**src/rtl/bmu_search_seq.sv**
```systemverilog
// bmu_search_seq: pipelined best-matching-unit search over LANES x BEATS candidates.
// Stage 1 reduces each beat over its lanes; stage 2 folds that into the running best.
module bmu_search_seq #(
    parameter int DIST_W   = 10,
    parameter int WGT_W    = 24,
    parameter int LANES    = 8,
    parameter int BEATS    = 8,
    parameter bit TIE_HIGH = 1'b1,
    localparam int XW = $clog2(LANES),
    localparam int YW = (BEATS > 1) ? $clog2(BEATS) : 1
) (
    input  logic                    clk,
    input  logic                    rst,
    input  logic                    start,
    input  logic                    in_valid,
    output logic                    in_ready,
    input  logic [LANES*DIST_W-1:0] in_dist,
    input  logic [LANES*WGT_W-1:0]  in_weight,
    output logic                    busy,
    output logic                    out_valid,
    output logic [XW-1:0]           X_c,
    output logic [YW-1:0]           Y_c,
    output logic [WGT_W-1:0]        weight_c,
    output logic [DIST_W-1:0]       dist_c
);
    typedef enum logic [1:0] {IDLE, ACCUM, FLUSH} state_t;
    state_t state, state_nx;
    logic [YW-1:0] beat_cnt;
    logic accept, last_beat;
    logic [DIST_W-1:0] lane_dist, s1_dist, best_dist;
    logic [XW-1:0] lane_idx, s1_idx, best_x;
    logic [WGT_W-1:0] lane_wgt, s1_wgt, best_wgt;
    logic [YW-1:0] s1_beat, best_y;
    logic s1_valid, best_valid, take;
    assign accept    = in_valid && in_ready;
    assign last_beat = beat_cnt == YW'(BEATS - 1);
    assign busy      = state != IDLE;
    always_comb begin
        in_ready = state == ACCUM;
        state_nx = state == IDLE  ? (start ? ACCUM : IDLE) :
                   state == ACCUM ? ((accept && last_beat) ? FLUSH : ACCUM) : IDLE;
    end
    // Sequential scan gives the same winner as a tree under a consistent tie rule.
    always_comb begin
        lane_dist = in_dist[0 +: DIST_W];
        lane_wgt  = in_weight[0 +: WGT_W];
        lane_idx  = '0;
        for (int i = 1; i < LANES; i++) begin
            if (TIE_HIGH ? (in_dist[i*DIST_W +: DIST_W] <= lane_dist)
                         : (in_dist[i*DIST_W +: DIST_W] <  lane_dist)) begin
                lane_dist = in_dist[i*DIST_W +: DIST_W];
                lane_wgt  = in_weight[i*WGT_W +: WGT_W];
                lane_idx  = XW'(i);
            end
        end
    end
    assign take = s1_valid && (!best_valid ||
                  (TIE_HIGH ? (s1_dist <= best_dist) : (s1_dist < best_dist)));
    always_ff @(posedge clk or negedge rst) begin
        if (!rst) begin
            state      <= IDLE;
            beat_cnt   <= '0;
            s1_valid   <= 1'b0;
            s1_dist    <= '0;
            s1_idx     <= '0;
            s1_wgt     <= '0;
            s1_beat    <= '0;
            best_valid <= 1'b0;
            best_dist  <= '0;
            best_x     <= '0;
            best_y     <= '0;
            best_wgt   <= '0;
            out_valid  <= 1'b0;
            X_c        <= '0;
            Y_c        <= '0;
            weight_c   <= '0;
            dist_c     <= '0;
        end else begin
            state    <= state_nx;
            s1_valid <= accept;
            if (state == IDLE && start)
                beat_cnt <= '0;
            else if (accept)
                beat_cnt <= beat_cnt + 1'b1;
            if (accept) begin
                s1_dist <= lane_dist;
                s1_idx  <= lane_idx;
                s1_wgt  <= lane_wgt;
                s1_beat <= beat_cnt;
            end
            if (state == IDLE && start)
                best_valid <= 1'b0;
            else if (s1_valid)
                best_valid <= 1'b1;
            if (take) begin
                best_dist <= s1_dist;
                best_x    <= s1_idx;
                best_y    <= s1_beat;
                best_wgt  <= s1_wgt;
            end
            out_valid <= state == FLUSH;
            // The last beat merges in FLUSH, so the result is taken from the merge path.
            if (state == FLUSH) begin
                X_c      <= take ? s1_idx  : best_x;
                Y_c      <= take ? s1_beat : best_y;
                weight_c <= take ? s1_wgt  : best_wgt;
                dist_c   <= take ? s1_dist : best_dist;
            end
        end
    end
endmodule

```
**config.mk**
```make
export PLATFORM = sky130hd
export DESIGN_NAME = bmu_search_seq
export DESIGN_NICKNAME = d
export VERILOG_FILES = /design/src/rtl/bmu_search_seq.sv
export SDC_FILE = /design/constraint.sdc
export NUM_CORES = 1
export LEC_CHECK = 0
export ABC_AREA = 0
export BUFFER_PORTS_ARGS = -buffer_cell sky130_fd_sc_hd__buf_2
export CORE_ASPECT_RATIO = 0.5
export CORE_UTILIZATION = 45
export DETAILED_ROUTE_END_ITERATION = 7
export PLACE_DENSITY = 0.72
export SYNTH_ARGS = -nofsm -noshare
export SYNTH_HDL_FRONTEND = slang
export SYNTH_SLANG_ARGS = --single-unit
```
**constraint.sdc**
```tcl
create_clock -name clk -period 4.6 [get_ports clk]
set_clock_uncertainty 0.05 [all_clocks]
set_input_delay 0.46 -clock clk [delete_from_list [all_inputs] [get_ports clk]]
set_output_delay 0.46 -clock clk [all_outputs]
set_load 0.01 [all_outputs]
```
# Word-level counts from Yosys, hierarchy flattened
# Index checks and enable logic that the tools add are counted.
dict set report op_classes {
  n_addsub 1
  mul 0
  div 0
  n_lt_le_gt_ge 8
  n_eq_ne 3
  n_shift 0
  n_mux 33
  n_bitwise 0
  reduce_logical 10
}
# cell n
set ops {}
lappend ops {{$mux W24} 8}
lappend ops {{$le A10 B10 Y1} 8}
lappend ops {{$mux W10} 8}
lappend ops {{$mux W3} 10}
lappend ops {{$mux W2} 3}
lappend ops {{$reduce_bool A2 Y1} 3}
lappend ops {{$logic_and A1 B1 Y1} 4}
lappend ops {{$mux W1} 4}
lappend ops {{$add A3 B1 Y3 const B} 1}
lappend ops {{$eq A3 B3 Y1 const B} 1}
lappend ops {{$eq A2 B1 Y1 const B} 1}
lappend ops {{$eq A2 B2 Y1 const B} 1}
lappend ops {{$logic_not A2 Y1} 1}
lappend ops {{$logic_not A1 Y1} 1}
lappend ops {{$logic_or A1 B1 Y1} 1}
dict set report word_totals {
  reg_bits 128
  latchBits 0
  ram_bits 0
  mem_bits_ro 0
  inputBits 276
  output_inout_bits 43
  elab_cells 72
  n_memories 0
}

# Longest topological paths before layout
dict set report logic_depth {
  ltp_word 14
  ltp_mapped 81
  depth_no_buf 73
}

# Worst setup path after synthesis
# Ideal clock, no wire load.
dict set report synth_timing {
  kind {in2reg}
  from {input port in_dist[9]}
  to {register s1_dist[0]}
  setup_time_ns 0.126
  arrival_time_ns 14.817
  t_required_ns 4.424
  slack_ns -10.394
  stages 80
  path_buffers 11
  path_cell_list {inv_1 -> ha_1 -> and4_1 -> nand4_1 -> nand2_1 -> nor2_4 -> clkbuf_1 -> mux2i_1 -> ha_1 -> and4_1 -> nand3_1 -> nor4_1 -> o22a_2 -> a2111oi_4 -> nor2_1 -> clkbuf_1 -> clkbuf_1 -> a21oi_1 -> [44 not listed] -> buf_12 -> mux2_4 -> ha_1 -> nor2b_1 -> o21a_1 -> o21a_1 -> o21ai_0 -> nand2b_1 -> a21oi_1 -> nor2b_1 -> o21ai_0 -> nand2b_1 -> a21oi_1 -> nor2b_1 -> o32a_1 -> and2_1 -> buf_1 -> a221o_1}
}
dict set report synth_via {
  elab_chain_cells 14
}
# item line_no
set synth_rtl {}
lappend synth_rtl {{start, declared} 17} ;# input logic [LANES*DIST_W-1:0] in_dist,
lappend synth_rtl {{$le A10 B10 Y1} 49} ;# if (TIE_HIGH ? (in_dist[i*DIST_W +: DIST_W] <= lane_dist)
lappend synth_rtl {{$mux W10 *} 49}
lappend synth_rtl {{$le A10 B10 Y1} 49}
lappend synth_rtl {{$mux W10 *} 49}
lappend synth_rtl {{$le A10 B10 Y1} 49}
lappend synth_rtl {{$mux W10 *} 49}
lappend synth_rtl {{$le A10 B10 Y1} 49}
lappend synth_rtl {{$mux W10 *} 49}
lappend synth_rtl {{$le A10 B10 Y1} 49}
lappend synth_rtl {{$mux W10 *} 49}
lappend synth_rtl {{$le A10 B10 Y1} 49}
lappend synth_rtl {{$mux W10 *} 49}
lappend synth_rtl {{$le A10 B10 Y1} 49}
lappend synth_rtl {{$mux W10 *} 49}
lappend synth_rtl {{end signal, assigned} 86} ;# s1_dist <= lane_dist;
lappend synth_rtl {{end, declared} 30} ;# logic [DIST_W-1:0] lane_dist, s1_dist, best_dist;
# Mark *: on every way between the ends. The rest lies on a longest branch, timed or not.
# A chain may end at the register's enable or synchronous reset.

# Final worst setup path
dict set report layout_timing {
  from {input port in_dist[15]}
  to {register s1_wgt[9]}
}
dict set report layout_via {
  elab_chain_cells 14
  elab_cells_between_ends 20
  classes_between {7 x order compare; 13 x mux}
}
# item line_no
set layout_rtl {}
lappend layout_rtl {{$le A10 B10 Y1} 49}
lappend layout_rtl {{$mux W10} 49}
lappend layout_rtl {{$le A10 B10 Y1} 49}
lappend layout_rtl {{$mux W10} 49}
lappend layout_rtl {{$le A10 B10 Y1} 49}
lappend layout_rtl {{$mux W10} 49}
lappend layout_rtl {{$le A10 B10 Y1} 49}
lappend layout_rtl {{$mux W10} 49}
lappend layout_rtl {{$le A10 B10 Y1} 49}
lappend layout_rtl {{$mux W10} 49}
lappend layout_rtl {{$le A10 B10 Y1} 49}
lappend layout_rtl {{$mux W10} 49}
lappend layout_rtl {{$le A10 B10 Y1} 49}
lappend layout_rtl {{$mux W24 *} 49}
lappend layout_rtl {{end signal, assigned} 88} ;# s1_wgt <= lane_wgt;
lappend layout_rtl {{end, declared} 32} ;# logic [WGT_W-1:0] lane_wgt, s1_wgt, best_wgt;
# Marks and branches as above.

==> flow_metrics.py <==
metrics = {
    "routing": {
        "vias": 10700,
        "wire_per_inst_um": 19.5,
        "vias_per_cell": 5.51,
        "routed_wl_mm": 37.6,
        "drt_first_pass_iters": 7,
        "drcViolationCount": 0,
        "drt_iter0_markers": 733,
        "ant_nets": 0,
    },
    "timing": {
        "fmax_mhz": 77.8,
        "hold_ws_ns": 0.0572,
        "worstMarginPinSlew_ns": 0.786,
        "fin_crit_sh": 2.79,
        "min_period_ns": 12.85,
        "finalSetupViolCount": 37,
        "fin_ws_ns": -8.25,
        "relSlewSlack": 0.476,
        "rsz0062_at_grt": "true",
        "setup-tns-final_ns": -302.30,
        "finalMaxSlewViolations": 0,
        "hold_violations": 0,
    },
    "cts": {
        "cts_tree": "done",
        "postCtsHoldBufs": 0,
        "cts_max_path_buffers": 2,
        "cts.sinks": 128,
        "clk_pin_slew_worst_paths_ns": 0.06,
        "numCtsBuffers": 17,
        "clk_latency_ns": 0.42,
        "ctsRootBufferMaster": "clkbuf_16",
        "htree_levels": 4,
    },
    "grt": {
        "use_met3": 0.0563,
        "grt_overflow": 0,
        "grt_pass1_vias": 10700,
        "track_usage": 0.328,
        "grt_max_degree": 62,
        "antenna_found_initial": 8,
        "grt_pass1_wl_mm": 56.5,
        "grt-busiest-layer": "met2",
        "gr-usage-met1": 0.437,
        "use_met2": 0.538,
    },
    "synthesis": {
        "synth_top_area_share": 0.331,
        "yosysTopAreaCell": "dfrtp_1",
        "synth_cell_type_count": 73,
        "ys_seq_area_frac": 0.331,
        "synth_seq_cells": 128,
        "mappedNetlistArea_um2": 9670,
        "syn_area_per_cell_um2": 8.74,
        "syn_nets": 1455,
        "synth_edf_count": 0,
        "ys_warn_count": 0,
        "yosys-top-cells-area": "dfrtp_1 (33%), ha_1 (9.4%), mux2_2 (8.5%)",
        "syn_inst": 1106,
        "async_flop_share": 1.00,
        "synthFlopType": "dfrtp_1",
    },
    "floorplan": {
        "core_area_um2": 20800,
        "die_area_um2": 22100,
        "rows": 37,
        "io_pins": 319,
        "initial_utilization": 0.465,
        "die_h_um": 106,
        "die_w_um": 209,
    },
    "setup_path": {
        "cp-end-kind": "register",
        "crit_family": "compound AO/OA/AOI/OAI gates",
        "path_buf_inv": 9,
        "slowest_delay_ns": 0.54,
        "rr_startpoint": "s1_dist[8]",
        "cp_max_fo": 8,
        "reg2reg_slack_ns": 1.64,
        "crit_path_frequent_cell": "nor2_4",
        "crit_path_start_kind": "input port",
        "crit_arrival_ns": 13.09,
        "critPathRequiredTime_ns": 4.84,
        "crit_type": "in -> reg",
        "reg2reg_to": "X_c[1]",
        "slowest_stage": "or4b_4",
        "r2r_cells": 11,
    },
    "power_and_ir_drop": {
        "power_density_nw_per_um2": 592,
        "ir_drop_uv": 315,
        "total_leakage_power_nw": 7.57,
        "total_power_mw": 8.93,
    },
    "final_layout": {
        "area_delta_synth_final_pct": 55.9,
        "drive_gt1_frac": 0.511,
        "final_cell_count_no_fill": 1935,
        "fillers": 1570,
        "fin_nets": 1993,
    },
    "status": {
        "status": "finished, violations left",
        "violations": "negative setup slack",
    },
    "placement": {
        "place.gp.congestion": 0.985,
        "placed_cells": 1840,
        "pre_cts_ws_ns": -9.00,
        "port_buffers": 318,
        "dp_hpwl_mm": 27.6,
    },
    "hold_path": {
        "hold_class": "in -> async",
    },
    "flow_run": {
        "maxCapViolations": 0,
    },
}
==> logic make-up after synthesis <==
| kind of cell | Yosys count | share of synthesized area |
|---|---|---|
| buf+inv | 120 | 0.0536 |
| xor+xnor | 6 | 0.00544 |
| simple gates | 370 | 0.175 |
| fa+ha+maj | 74 | 0.0957 |
| compound gates | 265 | 0.180 |
| flops | 128 | 0.331 |
| mux | 143 | 0.159 |
==> synthesized netlist by cell type (9+ instances only) <==
library cell  instances
mux2_2               73
clkbuf_1             40
nor2b_1              13
ha_1                 73
o21ai_0              71
a21oi_1              86
or3_1                27
a211oi_1             27
nand2_1             205
mux2i_1              68
a21o_1               12
dfrtp_1             128
nand3_1              17
nand4_1               9
inv_1                60
buf_1                12
nor2_1               60
==> stage by stage <==
stage	util	area (um2)
finish	0.725	15100
global route	0.725	15100
CTS	0.701	14600
detailed placement	0.631	13100
global placement	0.631	13100
floorplan	-	10000
==> cells in the final DEF, fill, tap and decap left out, drive strengths merged, types with 8 or more instances in the layout <==
cell type	Yosys	routed
clkbuf	40	18
buf	20	575
mux2i	68	68
ha	73	73
nand3	17	17
mux2	75	75
nand4	9	9
o211ai	9	9
a21oi	87	87
nor2b	13	13
nand2	205	206
or3	28	28
nor2	61	62
nand2b	8	8
inv	60	62
o21ai	76	76
dfrtp	128	128
a21o	12	12
a211oi	31	31
o221ai	9	9
==> flip-flops by register name, indices dropped and copies added, names as in the netlist, 2 cells and up <==
register   count
s1_wgt        24
state          2
dist_c        10
best_y         3
s1_beat        3
s1_idx         3
X_c            3
best_wgt      24
beat_cnt       3
Y_c            3
weight_c      24
s1_dist       10
best_dist     10
best_x         3
==> worst max-delay path by stage <==
stage,from,end,cells past startpoint
global route,in_dist[7],s1_wgt[9],78
floorplan,in_dist[9],s1_wgt[10],80
global placement,in_dist[9],s1_dist[5],73
finish,in_dist[15],s1_wgt[9],74
CTS,in_dist[7],s1_wgt[6],75
detailed placement,in_dist[9],s1_wgt[15],71
==> final cells by class <==
| cell class | instances | area, um2 | share of cell area |
|---|---|---|---|
| inverters | 60 | 243 | 0.0161 |
| clock buffers | 17 | 425 | 0.0282 |
| multi-input cells | 861 | 6850 | 0.455 |
| flip-flops and latches | 128 | 3200 | 0.213 |
| repair buffers | 576 | 3750 | 0.249 |
| clock inverters | 14 | 236 | 0.0157 |
| diodes | 6 | 15.0 | 0.000997 |
| well taps | 273 | 342 | 0.0227 |
==> per-layer routing <==
metal | part of all wire | up-vias | routed length, um
li1 | - | 5023 | -
met1 | 0.44 | 5169 | 16600
met2 | 0.47 | 385 | 17800
met3 | 0.053 | 87 | 1980
met4 | 0.032 | 2 | 1200
met5 | 0.00035 | - | 13
==> report_power, final <==
part / switching [mW] / internal (mW)
sequential: 0.275 / 1.57
combinational: 2.80 / 2.76
clock: 0.513 / 1.01
total: 3.58 / 5.34
==> what timing repair did <==
action | in CTS | in global routing
pin swaps | 52 | 29
setup endpoints to repair | 37 | 37
gates cloned | 5 | 2
buffers inserted | 29 | 23
gates resized for setup | 112 | 56
Note: power is estimated with default switching activity, not from simulation.
